### src/rtl/memory_arbiter.sv
// Single-port RAM arbiter: data side (coherence_control) has strict priority over the icache.
// Latency: request seen in IDLE at cycle N drives RAM strobes at N+1; wait drops in the ACCESS/ERROR cycle.
// Backpressure: RAM FREE/BUSY holds the grant; define MEM_ARB_STARVE_EN to build the icache starvation guard.
module memory_arbiter #(
   parameter logic [31:0] BAD          = 32'hBAD1BAD1,
   parameter int unsigned STARVE_LIMIT = 8
) (
   input  logic        CLK,
   input  logic        RST,
   input  logic        dREN,
   input  logic        dWEN,
   input  logic [31:0] daddr,
   input  logic [31:0] dstore,
   output logic [31:0] dload,
   output logic        dwait,
   input  logic        iREN,
   input  logic [31:0] iaddr,
   output logic [31:0] iload,
   output logic        iwait,
   output logic        ramREN,
   output logic        ramWEN,
   output logic [31:0] ramaddr,
   output logic [31:0] ramstore,
   input  logic [31:0] ramload,
   input  logic [1:0]  ramstate,
   output logic        err
);

   typedef enum logic [1:0] {IDLE, DGRANT, IGRANT} state_t;

   localparam logic [1:0] RAM_ERROR = 2'd3;

   state_t state;
   logic   d_req;
   logic   ram_done;
   logic   d_done;
   logic   i_done;
   logic   starve;

   assign d_req    = dREN | dWEN;
   // ACCESS (2) and ERROR (3) both end the RAM access.
   assign ram_done = ramstate[1];
   assign d_done   = !RST && (state == DGRANT) && d_req && ram_done;
   assign i_done   = !RST && (state == IGRANT) && iREN && ram_done;

`ifdef MEM_ARB_STARVE_EN
   logic [3:0] starve_cnt;

   assign starve = iREN && ({28'd0, starve_cnt} >= STARVE_LIMIT);

   always_ff @(posedge CLK) begin
      if (RST) begin
         starve_cnt <= 4'd0;
      end else if (!iREN || i_done) begin
         starve_cnt <= 4'd0;
      end else if (d_done && starve_cnt != 4'hF) begin
         starve_cnt <= starve_cnt + 4'd1;
      end
   end
`else
   assign starve = 1'b0;
`endif

   always_ff @(posedge CLK) begin
      if (RST) begin
         state <= IDLE;
      end else begin
         case (state)
            IDLE: begin
               if (starve)     state <= IGRANT;
               else if (d_req) state <= DGRANT;
               else if (iREN)  state <= IGRANT;
            end
            DGRANT: if (!d_req || ram_done) state <= IDLE;
            IGRANT: if (!iREN || ram_done)  state <= IDLE;
            default: state <= IDLE;
         endcase
      end
   end

   always_ff @(posedge CLK) begin
      if (RST) begin
         err <= 1'b0;
      end else if ((d_done || i_done) && ramstate == RAM_ERROR) begin
         err <= 1'b1;
      end
   end

   // Reset overrides the state so an abandoned grant never emits a completion.
   always_comb begin
      dwait    = 1'b1;
      iwait    = 1'b1;
      dload    = 32'd0;
      iload    = 32'd0;
      ramREN   = 1'b0;
      ramWEN   = 1'b0;
      ramaddr  = 32'd0;
      ramstore = 32'd0;
      if (!RST) begin
         case (state)
            DGRANT: begin
               ramaddr = daddr;
               if (dWEN) begin
                  ramWEN   = 1'b1;
                  ramstore = dstore;
               end else begin
                  ramREN = dREN;
               end
               if (d_done) begin
                  dwait = 1'b0;
                  if (ramstate == RAM_ERROR) dload = BAD;
                  else if (!dWEN)            dload = ramload;
               end
            end
            IGRANT: begin
               ramaddr = iaddr;
               ramREN  = iREN;
               if (i_done) begin
                  iwait = 1'b0;
                  iload = (ramstate == RAM_ERROR) ? BAD : ramload;
               end
            end
            default: ;
         endcase
      end
   end

endmodule

### config.mk
export PLATFORM = sky130hd
export DESIGN_NAME = memory_arbiter
export DESIGN_NICKNAME = d
export VERILOG_FILES = /design/src/rtl/memory_arbiter.sv
export SDC_FILE = /design/constraint.sdc
export NUM_CORES = 1
export LEC_CHECK = 0
export BUFFER_PORTS_ARGS = -buffer_cell sky130_fd_sc_hd__buf_4
export CORE_AREA = 2 2 104 106
export DETAILED_ROUTE_END_ITERATION = 6
export DIE_AREA = 0 0 106 108
export HOLD_SLACK_MARGIN = 0.06
export PLACE_DENSITY_LB_ADDON = 0.08
export SETUP_SLACK_MARGIN = 0.02
export SYNTH_ARGS = -nofsm -noshare
export SYNTH_HDL_FRONTEND = slang
export SYNTH_SLANG_ARGS = --single-unit
export TNS_END_PERCENT = 20
### constraint.sdc
create_clock -name CLK -period 1.75 [get_ports CLK]
set_clock_uncertainty 0.15 [all_clocks]
set_input_delay 0.175 -clock CLK [delete_from_list [all_inputs] [get_ports CLK]]
set_output_delay 0.175 -clock CLK [all_outputs]
set_load 0.1 [all_outputs]
==> run metrics, run 1 <==
Combinational Power Share 0.863; NetSw 1.149 mW; Max Cap Viol 0; first-pass GRT wire length 16.36 mm; normalized max-slew margin 0.5020; CTS tree built; cell-internal power 977.2 uW; critical path class reg2out; Placed Area 0.004091 mm2; Die Span X 106 um; Worst-Margin Slew 747.0 ps; maximum VDD drop 0.1516 mV; CTS Hold Buffers Added 0; synthesis-to-finish area growth 320.9%; clk buf depth 2; setup slack, reg-to-reg 200 ps; final setup margin -263.2 ps; residual DRC count 0; failing checks negative setup slack; data required time of the worst path 1420 ps; CP max FO 5; Die Area 0.01145 mm2; sequential fraction of the synthesis area 0.04003; H-tree levels 1; Initial Utilization 0.1466; CTS Buf Count 3; number of synthesized register bits 3; Synth area leaders a22oi_1 16%, and2_1 14%, and3_1 12%, o21a_1 9.5%, nor2_1 8.5%; CP Launch Type flip-flop; Post-layout nets 651; PortBufs 267; GPL Wtd Cong 0.7612; Max Fclk 0.4967 GHz; Synth top area share 0.1601; n_diodes 0; gr ovfl total 0; synthesized instance count 241; Static Leak 2.544 nW; initial antenna violation count 0; RSZ-0062 raised after global routing true; IO Count 268; core area 0.01023 mm2; Clock Sinks 3; layout cells sized above 1 0.8145; CTS clk-pin slew, worst paths 30 ps; largest net degree at the start of global routing 34; WL final 11.80 mm; Total Routing Usage GR 0.1769; Main synth FF type dfxtp_1; Slew Viols, Final 0; post-synthesis net count 379; post-route cell area 0.006315 mm2; switch share 0.5405; Setup TNS Final -23510 ps; fraction of registers with async set/reset 0; Clock power frac 0.095; Post-synth EDFFs 0; Detailed Routing Iterations Pass 1 4; average wire per standard cell 18.21 um; dpl hpwl 7.668 mm; Critical Path Sink Type output pin; Final min period 2013 ps; status complete, but fails checks; fill count 777; Placement Rows 37; Distinct cells, synth 28; Sequential Power Share 0.042; worst skew pair latency 210 ps; DR vias 2968; Vias/cell 4.580; area leader, netlist a22oi_1; CTS root buffer clkbuf_8; final core utilization 0.6172; CP Data Arrival Time 1690 ps; Finish-stage setup viols 131; Final Hold Viols 0; Mean Syn Cell Area 6.225 um2; min-delay worst type in2reg; Synth Cell Area 0.001500 mm2; die height 108 um; vias in the first global route 3101; 1st-iter DRT viols 116; crit share post-route 1.150; P per Cell Area 336.7 mW/mm2; Synth Warn # 0; ANT nets after route 0
[through the flow]
stage / worst slack, ps / total power, mW / instances / hold WS, ps
6_report: -263.2 / 2.126 / 648 / 92.72
5_1_grt: -313.1 / 2.217 / 648 / 96.52
4_1_cts: -301.2 / 2.020 / 640 / 95.03
3_5_place_dp: -171.2 / 1.520 / 635 / 309.8
3_3_place_gp: -169.2 / 1.509 / 635 / 310.6
2_1_floorplan: -497.3 / 1.070 / 241 / 103.7
[per-layer routing]
layer,routed length (um),GRT usage,vias to the layer above
met5,0,0,-
met4,141,0.03289,0
met3,976,0.04822,12
met2,6715,0.3594,167
met1,3964,0.1806,1402
li1,-,-,1387
[worst max-delay path, stage by stage, from the launching register on]
cell       delay [ps]
dfxtp_4           350
inv_4              70
ha_4              160
nand2_4            60
nor2_4            120
buf_12            140
clkbuf_16         140
and3_1            220
buf_12            190
[cells by family after synthesis]
| family | synth area share |
|---|---|
| AO/OA/AOI/OAI | 0.3762 |
| adder cells (fa/ha/maj) | 0.02502 |
| buffers and inverters | 0.1043 |
| flip-flops | 0.04003 |
| AND/OR/NAND/NOR | 0.4545 |
[registers in the layout (all words and copies together), names as in the netlist]
name and count:
err 1, state 2
[worst paths after layout]
path | start | endpoint | cells after the start
max | state[0] | iload[18] | 8
min | RST | state[1] | 3
min reg2reg | err | err | 1
max reg2reg | state[0] | state[0] | 6
[timing repair]
item / CTS / global route
resized for setup: 425 / 51
endpoints found under the setup margin: 132 / 132
setup buffers: 0 / 1
pin swaps: 1 / 79
gates cloned: 1 / 7
[cells in the final DEF (no fill, tap or decap), types with 2 or more instances in the layout]
| master | synthesis | final |
|---|---|---|
| a21oi_4 | 0 | 19 |
| a22oi_1 | 32 | 32 |
| and2_1 | 33 | 6 |
| and2_4 | 0 | 27 |
| and3_1 | 29 | 5 |
| and3_2 | 0 | 3 |
| and3_4 | 0 | 21 |
| buf_12 | 0 | 131 |
| buf_4 | 1 | 147 |
| buf_6 | 2 | 5 |
| buf_8 | 0 | 7 |
| clkbuf_16 | 0 | 5 |
| clkbuf_8 | 0 | 3 |
| ha_4 | 0 | 3 |
| inv_1 | 5 | 3 |
| nand2b_1 | 19 | 19 |
| nand3b_1 | 2 | 2 |
| nor2_4 | 0 | 33 |
| o21a_1 | 19 | 17 |
| o21a_4 | 0 | 2 |
[synth_stat cells, types with 2 or more instances]
library cell,number
buf_6,2
dfxtp_1,3
and3_1,29
buf_2,7
ha_1,3
nand2_1,4
nor2_1,34
a22oi_1,32
and2_1,33
o21a_1,19
clkbuf_1,16
buf_1,2
a21oi_1,11
nand2b_1,19
a21oi_2,9
inv_1,5
nand3b_1,2
[power groups by stage]
stage | Combinational (mW) | Clock (mW) | Sequential (mW)
floorplan | 0.979 | 0 | 0.0914
global placement | 1.43 | 0 | 0.0827
detailed placement | 1.44 | 0 | 0.0828
CTS | 1.73 | 0.207 | 0.0822
global route | 1.91 | 0.213 | 0.0895
finish | 1.84 | 0.202 | 0.0886
[final cells by class]
cell class                      count  area (um2)  area share
Clock buffer                        4       45.04    0.007133
Inverter                            5       21.27    0.003368
Multi-Input combinational cell    204        1973      0.3125
Sequential cell                     3       65.06     0.01030
Tap cell                          136       170.2     0.02695
Timing Repair Buffer              296        4040      0.6398
No activity file was read; power rests on OpenSTA's default activity.
==> run 2: changes to the inputs <==
--- a/config.mk
+++ b/config.mk
@@ -6,9 +6,10 @@
 export NUM_CORES = 1
 export LEC_CHECK = 0
 export BUFFER_PORTS_ARGS = -buffer_cell sky130_fd_sc_hd__buf_4
-export CORE_AREA = 2 2 104 106
+export CORE_AREA = 2 2 105 107
+export CTS_BUF_LIST = sky130_fd_sc_hd__clkbuf_4
 export DETAILED_ROUTE_END_ITERATION = 6
-export DIE_AREA = 0 0 106 108
+export DIE_AREA = 0 0 107 109
 export HOLD_SLACK_MARGIN = 0.06
 export PLACE_DENSITY_LB_ADDON = 0.08
 export SETUP_SLACK_MARGIN = 0.02
==> constraint.sdc (replaced) <==
create_clock -name CLK -period 2.1 [get_ports CLK]
set_clock_uncertainty 0.15 [all_clocks]
set_input_delay 0.21 -clock CLK [delete_from_list [all_inputs] [get_ports CLK]]
set_output_delay 0.21 -clock CLK [all_outputs]
set_load 0.1 [all_outputs]
==> run metrics, run 2 (synthesis results as in run 1) <==
status completed; crit share post-route 0.9765; Finish-stage setup viols 0; CTS clk-pin slew, worst paths 40 ps; Crit-path slowest cell dfxtp_4; normalized max-slew margin 0.8035; DR vias 2766; PortBufs 267; CTS tree built; area of the multi-input gates 0.001598 mm2; largest net degree at the start of global routing 47; average wire per standard cell 15.91 um; Top Registers state: 2 flops, err: 1 flops; maximum VDD drop 0.1968 mV; Max Cap Viol 0; Slew Viols, Final 0; CTS Buf Count 3; Worst-Margin Slew 297.2 ps; CP peak stage delay 350 ps; Crit path depth 7; delay-heaviest family, CP buffers and inverters; WL final 10.19 mm; Largest register FFs 2; 1st-iter DRT viols 157; n_diodes 0; post-route cell area 0.004960 mm2; CP Data Arrival Time 1690 ps; CP max FO 5; die height 109 um; vias in the first global route 2535; Static Leak 2.245 nW; CP bufs+invs 3; RR Endpoint state[0]; Detailed Routing Iterations Pass 1 4; Initial Utilization 0.1415; worst skew pair latency 230 ps; commonest non-fill, non-tap cells in the layout 167 x buf_4, 60 x buf_6, 51 x buf_12; final non-filler cell total 640; initial antenna violation count 0; Storage cell area 67.56 um2; Final Hold Viols 0; core area 0.01060 mm2; ANT nets after route 0; layout cells sized above 1 0.7340; clk buf depth 2; H-tree levels 1; reg2reg path depth 7; Final min period 2051 ps; Worst Setup SP state[1]; Clock Sinks 3; CP Launch Type flip-flop; first-pass GRT wire length 13.50 mm; Post-layout nets 639; RSZ-0062 raised after global routing true; synthesis-to-finish area growth 230.6%; end of the critical path dload[7]; dpl hpwl 7.419 mm; largest reg by FF count state; Max Fclk 0.4876 GHz; min-delay worst type in2reg; dpl cells 629; P per Cell Area 286.8 mW/mm2; GPL Wtd Cong 0.7741; Placed Area 0.003860 mm2; critical path class reg2out; Placement Rows 38; fill count 1010; gr ovfl total 0; setup slack, reg-to-reg 470 ps; Critical Path Sink Type output pin; residual DRC count 0; data required time of the worst path 1740 ps; Total Routing Usage GR 0.1441; Die Area 0.01166 mm2; r2r startpoint state[0]; crit-path cells inv_4, ha_4, o21ai_2, or2_4, clkbuf_16, a21oi_2, buf_12; Die Span X 107 um; IO Count 268; Vias/cell 4.322; CTS root buffer clkbuf_4; most common cell after layout, fill and taps aside buf_4
-- run 2: cell count changes in the layout (fill, tap and decap cells not counted), sizes merged --
| cell | before | now |
|---|---|---|
| buf | 291 | 280 |
| clkbuf | 9 | 7 |
| dlygate4sd3 | 0 | 1 |
-- run 2: worst min-delay path: stages --
cell and delay [ps]:
buf_4 110, nor2_1 50, nand2_1 60, a221oi_1 70
-- run 2: metrics by stage --
step                worst slack [ps]    util  TNS, ps  hold slack, ps  power (mW)
detailed placement             160.8  0.3641        0           276.3       1.203
global route                  -28.88  0.4678   -278.6           174.8       1.498
floorplan                     -443.1       -   -19280           138.7      0.8215
global placement               180.7  0.3641        0           271.0       1.197
finish                         49.26  0.4678        0           159.2       1.422
CTS                           -10.85  0.4271   -23.26           157.3       1.377
-- run 2: worst min path at each step --
stage	start	to	depth (start not counted)
after detailed placement	RST	state[1]	2
after global placement	RST	state[1]	2
final	dREN	state[1]	4
after CTS	dREN	state[1]	4
after global routing	dREN	state[1]	4
after floorplan	RST	state[1]	1
-- run 2: area by class of cell --
cell class              count  area share
well taps                 140     0.03532
multi-input cells         204      0.3221
inverters                   5    0.004793
clock buffers               4    0.006054
repair buffers            284      0.6181
flip-flops and latches      3     0.01362
-- run 2: layer usage --
layer / global-route usage / share of wire / vias up
met3: 0.03288 / 0.077 / 2
met1: 0.1559 / 0.35 / 1278
met4: 0.01577 / 0.0053 / 0
met5: 0 / 0 / -
li1: - / - / 1360
met2: 0.2912 / 0.57 / 126
-- run 2: what timing repair did --
action / in CTS / in global routing
pin swaps: 0 / 9
gates cloned: 0 / 5
resized for setup: 157 / 72
hold buffers: 1 / 0
endpoints found under the hold margin: 1 / 0
buffers inserted: 0 / 1
endpoints found under the setup margin: 128 / 128
-- run 2: power by group --
group | total (mW) | internal (mW) | switching, mW | leakage (nW)
clock network | 0.112 | 0.0840 | 0.0285 | 0.0184
logic | 1.24 | 0.441 | 0.796 | 2.20
registers | 0.0727 | 0.0644 | 0.00832 | 0.0259
total | 1.42 | 0.589 | 0.833 | 2.25
